### src/rtl/wb_rr_arbiter.sv
// N-master to 1-slave Wishbone classic arbiter: round-robin grant, cycle-locked ownership, optional burst cap.
// Define WB_ARB_TIMEOUT_EN to add a slave-hang watchdog that terminates the cycle with an error ack.
module wb_rr_arbiter #(
  parameter int unsigned N_MST          = 3,
  parameter int unsigned AW             = 32,
  parameter int unsigned DW             = 32,
  parameter int unsigned MAX_BURST      = 0,
  parameter int unsigned TIMEOUT_CYCLES = 255
) (
  input  logic                     clk,
  input  logic                     rst,
  input  logic [N_MST-1:0]         m_cyc_i,
  input  logic [N_MST-1:0]         m_stb_i,
  input  logic [N_MST-1:0]         m_we_i,
  input  logic [N_MST*(DW/8)-1:0]  m_sel_i,
  input  logic [N_MST*AW-1:0]      m_adr_i,
  input  logic [N_MST*DW-1:0]      m_dat_i,
  output logic [N_MST-1:0]         m_ack_o,
  output logic [DW-1:0]            m_dat_o,
  output logic                     s_cyc_o,
  output logic                     s_stb_o,
  output logic                     s_we_o,
  output logic [DW/8-1:0]          s_sel_o,
  output logic [AW-1:0]            s_adr_o,
  output logic [DW-1:0]            s_dat_o,
  input  logic                     s_ack_i,
  input  logic [DW-1:0]            s_dat_i,
  output logic [N_MST-1:0]         gnt_o,
  output logic                     err_o
);

  localparam int unsigned SW = DW / 8;
  localparam int unsigned IW = (N_MST > 1) ? $clog2(N_MST) : 1;
  localparam int unsigned BW = (MAX_BURST > 1) ? $clog2(MAX_BURST + 1) : 1;

  localparam logic [0:0] IDLE = 1'b0;
  localparam logic [0:0] BUSY = 1'b1;

  logic [0:0]       state, state_nxt;
  logic [N_MST-1:0] gnt_nxt;
  logic [IW-1:0]    last, last_nxt, pick, cand;
  logic [BW-1:0]    burst, burst_nxt;
  logic [N_MST-1:0] req;
  logic             busy, others, cap_hit, tmo, rel, found;

  assign req    = m_cyc_i & m_stb_i;
  assign busy   = (state == BUSY);
  assign others = |(req & ~gnt_o);

  // While granted, 'last' is the owner index; the slave side is a plain mux of that master.
  assign s_cyc_o = busy & m_cyc_i[last];
  assign s_stb_o = busy & m_stb_i[last];
  assign s_we_o  = busy & m_we_i[last];
  assign s_sel_o = busy ? m_sel_i[32'(last)*SW +: SW] : '0;
  assign s_adr_o = busy ? m_adr_i[32'(last)*AW +: AW] : '0;
  assign s_dat_o = busy ? m_dat_i[32'(last)*DW +: DW] : '0;
  assign m_ack_o = busy ? (gnt_o & {N_MST{s_ack_i | tmo}}) : '0;

  assign cap_hit = (MAX_BURST != 0) && s_ack_i && others &&
                   ((32'(burst) + 32'd1) >= MAX_BURST);

`ifdef WB_ARB_TIMEOUT_EN
  localparam int unsigned TW = (TIMEOUT_CYCLES > 0) ? $clog2(TIMEOUT_CYCLES + 1) : 1;
  logic [TW-1:0] tcnt;

  // Counts strobe cycles without ack; idle between grants clears it for the next owner.
  always_ff @(posedge clk) begin
    if (rst || !busy || s_ack_i) begin
      tcnt <= '0;
    end else if (s_stb_o && (tcnt != TW'(TIMEOUT_CYCLES))) begin
      tcnt <= tcnt + TW'(1);
    end
  end

  assign tmo     = busy && s_stb_o && !s_ack_i && (tcnt == TW'(TIMEOUT_CYCLES));
  assign err_o   = tmo;
  assign m_dat_o = tmo ? DW'(32'hDEAD_BEEF) : s_dat_i;
`else
  logic unused_timeout;
  assign unused_timeout = ^(32'(TIMEOUT_CYCLES));
  assign tmo     = 1'b0;
  assign err_o   = 1'b0;
  assign m_dat_o = s_dat_i;
`endif

  assign rel = !m_cyc_i[last] || cap_hit || tmo;

  // Round-robin search starting one past the previous owner.
  always_comb begin
    pick  = last;
    found = 1'b0;
    cand  = '0;
    for (int unsigned i = 1; i <= N_MST; i++) begin
      cand = IW'((32'(last) + i) % N_MST);
      if (!found && req[cand]) begin
        found = 1'b1;
        pick  = cand;
      end
    end
  end

  always_comb begin
    state_nxt = state;
    gnt_nxt   = gnt_o;
    last_nxt  = last;
    burst_nxt = burst;
    case (state)
      IDLE: begin
        if (|req) begin
          state_nxt = BUSY;
          gnt_nxt   = N_MST'(1) << pick;
          last_nxt  = pick;
          burst_nxt = '0;
        end
      end
      BUSY: begin
        if (s_ack_i && (burst != BW'(MAX_BURST))) begin
          burst_nxt = burst + BW'(1);
        end
        if (rel) begin
          state_nxt = IDLE;
          gnt_nxt   = '0;
        end
      end
      default: state_nxt = IDLE;
    endcase
  end

  always_ff @(posedge clk) begin
    if (rst) begin
      state <= IDLE;
      gnt_o <= '0;
      last  <= IW'(N_MST - 1);
      burst <= '0;
    end else begin
      state <= state_nxt;
      gnt_o <= gnt_nxt;
      last  <= last_nxt;
      burst <= burst_nxt;
    end
  end

endmodule

### config.mk
export PLATFORM = sky130hd
export DESIGN_NAME = wb_rr_arbiter
export DESIGN_NICKNAME = d
export VERILOG_FILES = /design/src/rtl/wb_rr_arbiter.sv
export SDC_FILE = /design/constraint.sdc
export NUM_CORES = 1
export LEC_CHECK = 0
export CAP_MARGIN = 0
export CORE_AREA = 2 2 137 139
export DETAILED_ROUTE_END_ITERATION = 10
export DIE_AREA = 0 0 139 141
export GPL_ROUTABILITY_DRIVEN = 0
export SYNTH_ARGS = -nofsm -noshare
export SYNTH_HDL_FRONTEND = slang
export SYNTH_SLANG_ARGS = --single-unit
### constraint.sdc
create_clock -name clk -period 1.9 [get_ports clk]
set_clock_uncertainty 0.15 [all_clocks]
set_input_delay 0.38 -clock clk [delete_from_list [all_inputs] [get_ports clk]]
set_output_delay 0.38 -clock clk [all_outputs]
set_load 0.05 [all_outputs]
==> metrics <==
status=finished with violations; failing checks=negative setup slack; Hold Path Origin=gnt_o[0]$_SDFFE_PP0P_; ys async rst share=0%; core region area=0.0183 mm2; final worst slack=-314 ps; RSZ-0062 raised after global routing=true; drt wl/cell=15.3 um; Comb power frac=between 80 and 90%; hold path depth=1; synth top area cells=mux2i_1 (26%), and2_1 (16%), o21ai_0 (14%); yosys warns=0; library cells used by synthesis=38; vias in the first global route=approximately 4100; post-route cell area=about 0.0076 mm2; initial antenna violation count=0; routed wire length=~15000 um; CP endpoint kind=output pin; Power Internal=0.00234 W; Post-Syn Area=roughly 0.0027 mm2; fin crit share=117%; largest net degree at the start of global routing=42; CP max FO=8; layout cell share with drive strength beyond 1=37.8%; cell taking the most area after synthesis=mux2i_1; All-Layer GR Usage=~14%; reg2reg start=last[1]$_SDFFE_PP1P_; Num CTS Buffers=3; die area=~0.020 mm2; Cell Rows=50; critical path launch point=last[1]$_SDFFE_PP1P_; IO Port Bufs=about 290; Tmin final=2210 ps; Pleak=around 3.3 nW; Die Height=141 um; CTS tree=yes; pwr dens=around 520 mW/mm2; worst path arrival time=1680 ps; required time worst endpoint=1370 ps; top_reg_cell synth=dfxtp_1; setup violators final=76; min-delay worst type=register to register; FILL cells=between 1500 and 2000; HPWL Detailed=between 10000 and 15000 um; area grow syn2layout=181%; top cells by count, synth=nand2_1 (78), o21ai_0 (74), and2_1 (71), mux2i_1 (71), buf_4 (34); max-slew violations=0; Longest Clk Path Bufs=2; Synth top area share=26.2%; clock power share=under 10%; total congestion overflow=0; VDD IR-drop max=0.000417 V; Area after DPL=between 0.006 and 0.007 mm2; register area share after synthesis=4.42%; Mapped Nets=671; CTS root buffer=clkbuf_16; drt first pass iters=4; clock-pin slew on the worst setup and hold paths=30 ps; switching power=0.00162 W; Via Count=4043; Post-Syn Instances=421; switching share of power=40.9%; Fin. Hold Viols=0; Clk Latency, worst-skew pair=230 ps; DRC=0; clk sinks=6; reg2reg path depth=9; vias per cell=approximately 4.3; 1st-iter DRT viols=between 100 and 150; syn avg cell area=between 6 and 7 um2; antenna viol nets, final=0; IO Pins=around 360; Seq cells post-synth=6; initial core utilization=roughly 15%; fmax=between 0.4 and 0.5 GHz; Final nets=a little under 1000; EDFF count, synth=0; Critical Setup Path Class=register to output pin; Hold WS=349 ps; first-pass GRT wire length=21800 um; sequential power share=4.3%; ANT cells=0; Worst setup SP type=register; most frequent cell after synthesis=nand2_1; Die Wd=around 140 um; max_cap viols=0; H-tree depth=1
==> critical path, cell delays in order (launching register included) <==
cell and delay (ps):
dfxtp_4 360, buf_6 140, nor2b_4 200, buf_12 170, clkbuf_16 160, nand2_2 50
o21ai_1 70, and2_4 170, buf_12 130
==> flip-flops by register name, summed over array words and instances, names as in the netlist <==
signal / cells
last: 2
gnt_o: 3
busy: 1
==> cell usage in the layout (no fill, tap or decap), types with 7 or more instances in the layout <==
cell type and instances:
and2_4 70, buf_12 84, buf_4 31, buf_6 16, clkdlybuf4s50_1 212, mux2i_1 64
nand2_1 61, nand2_2 15, o21ai_0 28, o21ai_1 42, o21ai_2 7
==> cell type report <==
cell class	instances	area, um2	share of cell area, %
inverter	3	16.3	0.213
sequential	6	126	1.66
multi-input combinational	343	2600	34.0
tap	234	293	3.84
timing repair buffer	358	4520	59.2
clock buffer	4	78.8	1.03
==> metrics by stage <==
step	setup WS, ps	TNS (ps)	instances	total power, W	util, %
3_5_place_dp	-458	-6040	920	0.00301	37.0
2_1_floorplan	-39.3	-1440	421	0.00173	-
4_1_cts	-301	-19870	945	0.00389	40.8
3_3_place_gp	-480	-6000	920	0.00300	37.0
5_1_grt	-364	-24480	948	0.00416	41.8
6_report	-314	-19230	948	0.00396	41.8
==> cell families after synthesis <==
family | synth area share (%)
compound gates | 20.6
other cells | 0.138
buf+inv | 15.7
simple gates | 31.7
flops | 4.42
mux | 26.2
fa+ha+maj | 1.33
==> power by group through the flow <==
stage	Sequential, W	Clock (W)	Combinational [W]
global route	0.000172	0.000369	0.00362
finish	0.000169	0.000354	0.00344
CTS	0.000169	0.000364	0.00335
global placement	0.000174	0	0.00283
detailed placement	0.000174	0	0.00284
floorplan	0.000189	0	0.00154
==> layer usage <==
layer / GRT usage, % / share of wire, % / vias to the layer above
li1: - / - / 1993
met1: 16.0 / 38 / 1820
met2: 25.4 / 52 / 199
met3: 3.67 / 8.4 / 31
met4: 3.46 / 1.8 / 0
met5: 0 / 0 / -
==> what timing repair did <==
item | in CTS | in global routing
resized for setup | 140 | 64
hold buffers | 0 | 0
endpoints found under the hold margin | 0 | 0
pin swaps | 16 | 12
setup endpoints to repair | 76 | 77
buffers inserted | 16 | 3
cloned | 6 | 1
==> final timing paths <==
kind                            to  slack [ps]
max                     s_dat_o[9]        -310
min          gnt_o[0]$_SDFFE_PP0P_         350
max reg2reg  gnt_o[1]$_SDFFE_PP0P_        -220
min reg2reg  gnt_o[0]$_SDFFE_PP0P_         350
Note: power is estimated with default switching activity, not from simulation.
